## src/rtl/apb_pkg.sv

```systemverilog
// Shared widths, FSM state encodings and the command record for the APB command master.
package apb_pkg;

  localparam int ADDR_W = 10;
  localparam int DATA_W = 32;
  localparam int CMD_W  = 1 + ADDR_W + DATA_W;

  localparam logic [1:0] ST_IDLE   = 2'd0;
  localparam logic [1:0] ST_SETUP  = 2'd1;
  localparam logic [1:0] ST_ACCESS = 2'd2;

  typedef struct packed {
    logic              write;
    logic [ADDR_W-1:0] addr;
    logic [DATA_W-1:0] wdata;
  } cmd_t;

  // Reads must never leak stale write data onto PWDATA.
  function automatic logic [DATA_W-1:0] wdata_for(input cmd_t c);
    return c.write ? c.wdata : {DATA_W{1'b0}};
  endfunction

endpackage

```

## src/rtl/cmd_fifo.sv

```systemverilog
// Command FIFO: DEPTH entries of {write, addr, wdata}, show-ahead head, push ignored when full.
module cmd_fifo import apb_pkg::*; #(
  parameter int DEPTH = 4
) (
  input  logic clk,
  input  logic rst,
  input  logic push,
  input  cmd_t din,
  input  logic pop,
  output cmd_t dout,
  output logic full,
  output logic empty
);

  localparam int PTR_W = $clog2(DEPTH);

  logic [PTR_W-1:0] wr_ptr_q, wr_ptr_d;
  logic [PTR_W-1:0] rd_ptr_q, rd_ptr_d;
  logic [PTR_W:0]   count_q, count_d;
  logic             push_ok_s, pop_ok_s;
  cmd_t             mem_q [DEPTH];

  assign full  = (count_q == (PTR_W+1)'(DEPTH));
  assign empty = (count_q == {(PTR_W+1){1'b0}});
  assign dout  = mem_q[rd_ptr_q];

  // Pointer and occupancy next-state; pointers wrap naturally at the power-of-two depth.
  always_comb begin
    push_ok_s = push & ~full;
    pop_ok_s  = pop & ~empty;
    wr_ptr_d  = push_ok_s ? (wr_ptr_q + 1'b1) : wr_ptr_q;
    rd_ptr_d  = pop_ok_s ? (rd_ptr_q + 1'b1) : rd_ptr_q;
    case ({push_ok_s, pop_ok_s})
      2'b10:   count_d = count_q + 1'b1;
      2'b01:   count_d = count_q - 1'b1;
      default: count_d = count_q;
    endcase
  end

  // Pointer and occupancy registers.
  always_ff @(posedge clk) begin
    if (rst) begin
      wr_ptr_q <= {PTR_W{1'b0}};
      rd_ptr_q <= {PTR_W{1'b0}};
      count_q  <= {(PTR_W+1){1'b0}};
    end else begin
      wr_ptr_q <= wr_ptr_d;
      rd_ptr_q <= rd_ptr_d;
      count_q  <= count_d;
    end
  end

  // Storage array; flushing only needs the pointers cleared.
  always_ff @(posedge clk) begin
    if (push_ok_s) begin
      mem_q[wr_ptr_q] <= din;
    end
  end

endmodule

```

## src/rtl/apb_cmd_master.sv

```systemverilog
// APB master that drains a command FIFO into IDLE/SETUP/ACCESS transfers and
// reports each completion (or wait-state timeout) as a one-cycle response.
module apb_cmd_master import apb_pkg::*; #(
  parameter int FIFO_DEPTH = 4,
  parameter int TIMEOUT    = 16
) (
  input  logic              PCLK,
  input  logic              PRESET,
  input  logic              cmd_valid,
  output logic              cmd_ready,
  input  logic              cmd_write,
  input  logic [ADDR_W-1:0] cmd_addr,
  input  logic [DATA_W-1:0] cmd_wdata,
  output logic              rsp_valid,
  output logic [DATA_W-1:0] rsp_rdata,
  output logic              rsp_err,
  output logic              busy,
  output logic              PSEL,
  output logic              PENABLE,
  output logic              PWRITE,
  output logic [ADDR_W-1:0] PADDR,
  output logic [DATA_W-1:0] PWDATA,
  input  logic [DATA_W-1:0] PRDATA,
  input  logic              PREADY,
  input  logic              PSLVERR
);

  localparam int WAIT_W = $clog2(TIMEOUT + 1);

  logic [1:0]        state_q, state_d;
  logic [WAIT_W-1:0] wait_q, wait_d;
  logic              avail_q, avail_d;
  logic              psel_q, psel_d, penable_q, penable_d, pwrite_q, pwrite_d;
  logic [ADDR_W-1:0] paddr_q, paddr_d;
  logic [DATA_W-1:0] pwdata_q, pwdata_d, rsp_rdata_q, rsp_rdata_d;
  logic              rsp_valid_q, rsp_valid_d, rsp_err_q, rsp_err_d;
  logic              fifo_full_s, fifo_empty_s, pop_s, take_next_s;
  cmd_t              head_s, cmd_in_s;

  assign cmd_in_s = '{write: cmd_write, addr: cmd_addr, wdata: cmd_wdata};

  cmd_fifo #(.DEPTH(FIFO_DEPTH)) u_fifo (
    .clk   (PCLK),
    .rst   (PRESET),
    .push  (cmd_valid),
    .din   (cmd_in_s),
    .pop   (pop_s),
    .dout  (head_s),
    .full  (fifo_full_s),
    .empty (fifo_empty_s)
  );

  // Transfer sequencing; avail_q delays the IDLE launch by one cycle after the FIFO fills.
  always_comb begin
    state_d     = state_q;
    wait_d      = wait_q;
    avail_d     = ~fifo_empty_s;
    psel_d      = psel_q;
    penable_d   = penable_q;
    pwrite_d    = pwrite_q;
    paddr_d     = paddr_q;
    pwdata_d    = pwdata_q;
    rsp_valid_d = 1'b0;
    rsp_err_d   = 1'b0;
    rsp_rdata_d = {DATA_W{1'b0}};
    take_next_s = 1'b0;
    pop_s       = 1'b0;
    case (state_q)
      ST_IDLE: begin
        if (avail_q && !fifo_empty_s) begin
          take_next_s = 1'b1;
        end else begin
          psel_d    = 1'b0;
          penable_d = 1'b0;
        end
      end
      ST_SETUP: begin
        state_d   = ST_ACCESS;
        penable_d = 1'b1;
        wait_d    = {WAIT_W{1'b0}};
      end
      ST_ACCESS: begin
        if (PREADY) begin
          rsp_valid_d = 1'b1;
          rsp_err_d   = PSLVERR;
          rsp_rdata_d = pwrite_q ? {DATA_W{1'b0}} : PRDATA;
          state_d     = ST_IDLE;
          psel_d      = 1'b0;
          penable_d   = 1'b0;
          take_next_s = ~fifo_empty_s;
        end else if (wait_q == WAIT_W'(TIMEOUT - 1)) begin
          // This cycle is the TIMEOUT-th wait state: abort unless the slave answered.
          rsp_valid_d = 1'b1;
          rsp_err_d   = 1'b1;
          state_d     = ST_IDLE;
          psel_d      = 1'b0;
          penable_d   = 1'b0;
          take_next_s = ~fifo_empty_s;
        end else begin
          wait_d = wait_q + 1'b1;
        end
      end
      default: begin
        state_d   = ST_IDLE;
        psel_d    = 1'b0;
        penable_d = 1'b0;
      end
    endcase
    if (take_next_s) begin
      pop_s     = 1'b1;
      state_d   = ST_SETUP;
      psel_d    = 1'b1;
      penable_d = 1'b0;
      pwrite_d  = head_s.write;
      paddr_d   = head_s.addr;
      pwdata_d  = wdata_for(head_s);
    end else begin
      pop_s = 1'b0;
    end
  end

  // FSM, wait counter and registered APB/response outputs.
  always_ff @(posedge PCLK) begin
    if (PRESET) begin
      state_q     <= ST_IDLE;
      wait_q      <= {WAIT_W{1'b0}};
      avail_q     <= 1'b0;
      psel_q      <= 1'b0;
      penable_q   <= 1'b0;
      pwrite_q    <= 1'b0;
      paddr_q     <= {ADDR_W{1'b0}};
      pwdata_q    <= {DATA_W{1'b0}};
      rsp_valid_q <= 1'b0;
      rsp_err_q   <= 1'b0;
      rsp_rdata_q <= {DATA_W{1'b0}};
    end else begin
      state_q     <= state_d;
      wait_q      <= wait_d;
      avail_q     <= avail_d;
      psel_q      <= psel_d;
      penable_q   <= penable_d;
      pwrite_q    <= pwrite_d;
      paddr_q     <= paddr_d;
      pwdata_q    <= pwdata_d;
      rsp_valid_q <= rsp_valid_d;
      rsp_err_q   <= rsp_err_d;
      rsp_rdata_q <= rsp_rdata_d;
    end
  end

  assign cmd_ready = ~fifo_full_s | PRESET;
  assign busy      = ~PRESET & ((state_q != ST_IDLE) | ~fifo_empty_s);
  assign PSEL      = psel_q;
  assign PENABLE   = penable_q;
  assign PWRITE    = pwrite_q;
  assign PADDR     = paddr_q;
  assign PWDATA    = pwdata_q;
  assign rsp_valid = rsp_valid_q;
  assign rsp_err   = rsp_err_q;
  assign rsp_rdata = rsp_rdata_q;

endmodule

```

## config.mk

```make
export PLATFORM = sky130hd
export DESIGN_NAME = apb_cmd_master
export DESIGN_NICKNAME = d
export VERILOG_FILES = /design/src/rtl/apb_pkg.sv /design/src/rtl/cmd_fifo.sv /design/src/rtl/apb_cmd_master.sv
export SDC_FILE = /design/constraint.sdc
export NUM_CORES = 1
export LEC_CHECK = 0
export ABC_AREA = 1
export CAP_MARGIN = 15
export CORE_MARGIN = 2
export CORE_UTILIZATION = 50
export DETAILED_ROUTE_END_ITERATION = 10
export DONT_BUFFER_PORTS = 1
export PLACE_DENSITY = 0.66
export SYNTH_ARGS = -nofsm -noshare
export SYNTH_HDL_FRONTEND = slang
export SYNTH_SLANG_ARGS = --single-unit
```

## constraint.sdc

```tcl
create_clock -name PCLK -period 6.4 [get_ports PCLK]
set_input_delay 0.32 -clock PCLK [delete_from_list [all_inputs] [get_ports PCLK]]
set_output_delay 0.32 -clock PCLK [all_outputs]
set_load 0.03 [all_outputs]
```

==> metrics.md, run 1 <==
| Metric | Value |
|---|---|
| Status | complete, no violations |
| Final worst setup slack | 2410 ps |
| Fmax | 251 MHz |
| Layout Cells excl Fill | 1255 |
| Worst-path maximum fanout | 47 |
| Psw | 0.00130 W |
| Final wirelength | 20900 um |
| Post-DP HPWL | 11300 um |
| Crit start category | register |
| Switching share of power | 29.2% |
| Clock tree root buffer cell | clkbuf_16 |
| Initial Util | 51.2% |
| Clock buffer depth | 3 |
| Final Wtd Congestion | 0.710 |
| Seq/Total Area, Yosys | 70.7% |
| Global route overflow | 0 |
| DP Area | 10100 sq um |
| Main flop type after synthesis | edfxtp_1 |
| P_leak | 4.61 nW |
| Number of synthesized flops with an enable pin | 172 |
| #FFs+latches synth | 268 |
| Logic pwr share | 14.7% |
| DRC | 0 |
| Vias | 6425 |
| Drt first-iter violations | 421 |
| Hold WC Path Type | in -> reg |
| DRT antenna net count | 0 |
| Placed Instances | 1128 |
| Layout overhead on the synthesized area | 17.7% |
| Finished Cell Area | 11800 sq um |
| Htree depth | 1 |
| Total track usage | 19.4% |
| Area occupied by multi-input gates | 2410 sq um |
| Die X-Extent | 146 um |
| RSZ-0062 raised after global routing | no |
| # IOs | 161 |
| First-pass GRT wire length | 33100 um |
| FF/Latch Area | 7090 sq um |
| Worst-path clk slew | 60 ps |
| Worst Skew | 23.1 ps |
| Reg power frac | 50.1% |
| Mapped cell area | 10000 sq um |
| CP arrival | 4390 ps |
| Worst Max-Slew Pin Slew | 1110 ps |
| Core Box Area | 19600 sq um |
| Final Hold Viols | 0 |
| Max rail drop VDD | 209 uV |
| P per Cell Area | 378 nW/um^2 |
| Setup TNS | 0 ps |
| Slew headroom | 25.7% |
| Most common cell after layout, fill and taps aside | nor2_1 |
| Final hold slack | 115 ps |
| CTS tree | built |
| Largest stage delay on the critical path | 880 ps |
| Largest net degree at the start of global routing | 88 |
| Vias in the first global route | 6403 |
| CTS sink cnt | 268 |
| Pint | 0.00316 W |
| Max-slew violations | 0 |
| Worst path slowest cell | inv_2 |
| Die Ht | 146 um |
| Number of setup buffers added after CTS | 0 |
| Syn nets | 991 |
| Fraction of layout cells with a size suffix above 1 | 7.17% |
| Row count | 51 |
| Port Buffers | 0 |
| Part of the power in the clock network | 35.2% |
| FILL cells | 1565 |
| Placement Setup Slack | 2410 ps |
| Initial antenna violation count | 0 |
| CP Class | reg -> reg |
| Ys async rst share | 0% |
| Min Tclk post-route | 3990 ps |
| Synth warnings | 0 |
| Fin crit share | 62.3% |
| Hold_buf cts | 78 |
| CTS resizes | 0 |
| Worst setup EP type | register |
| Synth Instances | 903 |
| Layout net count | 1058 |
| CP cell instances | ha_1 -> nand2_1 -> nor2_1 -> ha_1 -> inv_1 -> nand2_1 -> nand2_2 -> nand2_2 -> nand2_2 -> inv_2 -> ha_1 -> inv_1 -> fa_1 -> nand2_1 -> nand3_1 -> o21ai_0 -> a21oi_1 |
| Most frequent cells in the layout | nor2_1, edfxtp_1, nand2_1, dfxtp_1, o21ai_0 |
| Diodes inserted | 0 |
| Die area | 21200 sq um |
| DR WL/cell | 16.7 um |
| Mean Syn Cell Area | 11.1 sq um |
| Max_cap viols | 0 |
| Final setup fails | 0 |
| Critical Path RT | 6810 ps |
| DR vias/cell | 5.12 |
| Cell variety after synth | 29 |
| CTS buffer count | 27 |
| DRT Pass-1 Iters | 5 |
| Clock Latency Late Sink | 530 ps |
==> cells in the mapped netlist, types with 6 or more instances <==
cell type	n	area (sq um)
nor2_1	198	743
buf_4	11	82.6
ha_1	7	87.6
buf_2	10	50.1
o22ai_1	11	68.8
nand2_1	111	417
o21ai_0	92	460
buf_6	6	67.6
edfxtp_1	172	5160
a21oi_1	12	60.1
inv_1	56	210
dfxtp_1	96	1920
clkbuf_1	15	56.3
nand3_1	80	400
==> stage by stage <==
| stage | total power [W] | utilization (%) |
|---|---|---|
| after floorplan | 0.00276 | - |
| after global placement | 0.00287 | 51.7 |
| after detailed placement | 0.00288 | 51.7 |
| after CTS | 0.00450 | 60.2 |
| after global routing | 0.00466 | 60.2 |
| final | 0.00446 | 60.2 |
==> path summary, 6_finish.rpt <==
| check | to | start | slack [ps] | depth (start not counted) |
|---|---|---|---|---|
| min reg2reg | wait_q[4] | wait_q[4] | 470 | 2 |
| min | wait_q[4] | PREADY | 120 | 4 |
| max | u_fifo.count_q[2] | wait_q[0] | 2410 | 17 |
| max reg2reg | u_fifo.count_q[2] | wait_q[0] | 2410 | 17 |
==> flip-flops by register name, indices dropped and copies added (netlist names), named ones only <==
name	count
PENABLE	1
rsp_err	1
u_fifo.wr_ptr_q	2
state_q	2
u_fifo.rd_ptr_q	2
avail_q	1
PWDATA	32
PADDR	10
PSEL	1
wait_q	5
PWRITE	1
rsp_valid	1
u_fifo.count_q	3
rsp_rdata	32
u_fifo.mem_q	172
==> cells by family (layout without fill, tap and decap cells) <==
kind of cell	Yosys count	after routing	synth area share, %
flops	268	268	70.7
xor+xnor	1	1	0.0874
compound gates	118	118	6.13
buf+inv	108	195	5.54
fa+ha+maj	8	8	1.07
simple gates	400	400	16.5
==> final cells by class <==
type                       instances  share of cell area, %
clock buffer                      37                   6.47
clock inverter                    12                   1.17
inverter                          60                   1.91
multi-input combinational        527                   20.4
sequential                       268                   60.1
tap                              265                   2.81
timing repair buffer              86                   7.12
==> routing by layer <==
| layer | track usage [%] | routed length (um) | vias up |
|---|---|---|---|
| met4 | 5.74 | 389 | 0 |
| met3 | 4.55 | 1490 | 34 |
| li1 | - | - | 3167 |
| met5 | 0 | 0 | - |
| met2 | 34.7 | 10400 | 196 |
| met1 | 23.6 | 8620 | 3028 |
==> critical path, delay by kind of cell, from the launching register on <==
| family | cells | cell delay (ps) |
|---|---|---|
| AO/OA/AOI/OAI | 2 | 230 |
| adder cells (fa/ha/maj) | 4 | 1080 |
| buffers and inverters | 3 | 990 |
| flip-flops | 1 | 380 |
| AND/OR/NAND/NOR | 8 | 1190 |
==> power by group through the flow <==
| stage | Clock (W) | Combinational [W] | Sequential [W] |
|---|---|---|---|
| after floorplan | 0 | 0.000561 | 0.00220 |
| after global placement | 0 | 0.000597 | 0.00227 |
| after detailed placement | 0 | 0.000608 | 0.00228 |
| after CTS | 0.00160 | 0.000662 | 0.00224 |
| after global routing | 0.00166 | 0.000742 | 0.00226 |
| final | 0.00157 | 0.000654 | 0.00224 |
(Power assumes the default switching activity.)
==> inputs of run 2 (changes only) <==
PLACE_DENSITY = 0.69   (was 0.66)
clock period = 3.6 ns   (was 6.4 ns; I/O delays follow)
==> metrics.md, run 2 (synthesized netlist as in run 1, its figures left out) <==
| Metric | Value |
|---|---|
| Min-Delay Endpoint | wait_q[0] |
| Hold Path Stages | 3 |
| Fraction of layout cells with a size suffix above 1 | 7.92% |
| Finished Cell Area | 11900 sq um |
| Core Box Area | 19600 sq um |
| Port Buffers | 0 |
| Drt first-iter violations | 426 |
| First-pass GRT wire length | 33500 um |
| CTS sink cnt | 268 |
| Most frequent cells in the layout | nor2_1, edfxtp_1, nand2_1, dfxtp_1, o21ai_0 |
| Final hold slack | 81.3 ps |
| Post-DP HPWL | 11700 um |
| Clock tree root buffer cell | clkbuf_16 |
| Number of flip-flops in the largest register | 172 |
| Biggest register | u_fifo.mem_q |
| Row count | 51 |
| P_leak | 4.66 nW |
| CP arrival | 2880 ps |
| Max-slew violations | 0 |
| Reg-to-reg critical path endpoint | u_fifo.count_q[2] |
| Critical Path RT | 4010 ps |
| Layout net count | 1064 |
| Reg2reg setup slack | 1130 ps |
| Worst Max-Slew Pin Slew | 950 ps |
| Worst-path clk slew | 60 ps |
| # IOs | 161 |
| Worst reg-to-reg path cell count | 17 |
| RR Startpoint | wait_q[0] |
| Initial antenna violation count | 0 |
| Die X-Extent | 146 um |
| CTS buffer count | 27 |
| Fmax | 405 MHz |
| DRT Pass-1 Iters | 4 |
| RSZ-0062 raised after global routing | no |
| Worst-path maximum fanout | 5 |
| Worst setup EP type | register |
| Htree depth | 1 |
| Status | complete, no violations |
| CP Class | reg -> reg |
| DR WL/cell | 16.8 um |
| Layout overhead on the synthesized area | 18.8% |
| Max_cap viols | 0 |
| Clock buffer depth | 3 |
| Largest net degree at the start of global routing | 75 |
| Final Hold Viols | 0 |
| Design Power | 0.00798 W |
| Vias in the first global route | 6297 |
| Setup TNS | 0 ps |
| Initial Util | 51.2% |
| P per Cell Area | 670 nW/um^2 |
| Worst Skew | 17.6 ps |
| CTS tree | built |
| Vias | 6452 |
| Clock Latency Late Sink | 530 ps |
| Hold WC Path Type | in -> reg |
| Diodes inserted | 0 |
| Crit start category | register |
| Most common cell after layout, fill and taps aside | nor2_1 |
| DP Area | 10200 sq um |
| DRT antenna net count | 0 |
| Min Tclk post-route | 2470 ps |
| Final wirelength | 21200 um |
| Final Wtd Congestion | 0.724 |
| Slew headroom | 36.5% |
| Number of setup buffers added after CTS | 0 |
| DR vias/cell | 5.11 |
| Max rail drop VDD | 362 uV |
| Hold path start | PRESET |
| Total track usage | 19.7% |
| Die area | 21200 sq um |
| DRC | 0 |
| Final setup fails | 0 |
| Global route overflow | 0 |
| Fin crit share | 68.5% |
| Die Ht | 146 um |
## run 2: cell count changes in the layout (fill, tap and decap cells not counted), sizes merged
cell and delta:
dlygate4sd3 +1, buf +5, bufinv -3, clkbuf +2
clkinvlp +2
## run 2: routing by layer
| metal | GRT usage, % | share of wire [%] |
|---|---|---|
| met4 | 4.41 | 1.8 |
| met2 | 35.5 | 50 |
| met5 | 0 | 0 |
| met3 | 4.55 | 6.8 |
| met1 | 24.3 | 41 |
## run 2: timing repair
action	in CTS	in global routing
hold endpoints to repair	225	0
setup endpoints to repair	0	0
resized for setup	0	0
hold buffers	79	0
## run 2: power breakdown
group	leakage, nW	switching (W)	internal [W]	total [W]
Clock	0.450	0.00113	0.00165	0.00278
Sequential	2.36	0.000322	0.00357	0.00389
Combinational	1.85	0.000921	0.000381	0.00130
## run 2: area by class of cell
cell class                 instances  area, sq um
clock buffer                      39          855
clock inverter                    11         71.3
fill                            1569         7680
inverter                          60          225
multi-input combinational        527         2410
sequential                       268         7090
tap                              265          332
timing repair buffer              92          921
## run 2: critical path, cell delays in order, from the launching register on
cell and delay [ps]:
dfxtp_1 390, ha_1 190, nand2_1 80, nor2_1 100, ha_1 170, inv_1 40, nand2_1 70, nand2_2 70
nand2_2 80, nand2_2 60, inv_2 60, ha_1 150, inv_1 70, fa_1 430, nand2_1 80, nand3_1 80
o21ai_0 180, a21oi_1 60
## run 2: through the flow
step           instances  setup slack (ps)  util [%]
2_1_floorplan        903               680         -
3_3_place_gp        1132              1240      51.9
3_5_place_dp        1133              1170      52.0
4_1_cts             1262              1140      60.8
5_1_grt             1262               871      60.8
6_report            1262              1130      60.8
## run 2: worst max-delay path by stage
| stage | depth (start not counted) | from | slack [ps] | to |
|---|---|---|---|---|
| 4_1_cts | 17 | wait_q[0] | 1140 | u_fifo.count_q[2] |
| 5_1_grt | 17 | wait_q[0] | 870 | u_fifo.count_q[2] |
| 3_5_place_dp | 17 | wait_q[0] | 1170 | u_fifo.count_q[2] |
| 3_3_place_gp | 17 | wait_q[0] | 1240 | u_fifo.count_q[2] |
| 2_1_floorplan | 4 | u_fifo.count_q[0] | 680 | u_fifo.mem_q[0][0] |
| 6_report | 17 | wait_q[0] | 1130 | u_fifo.count_q[2] |
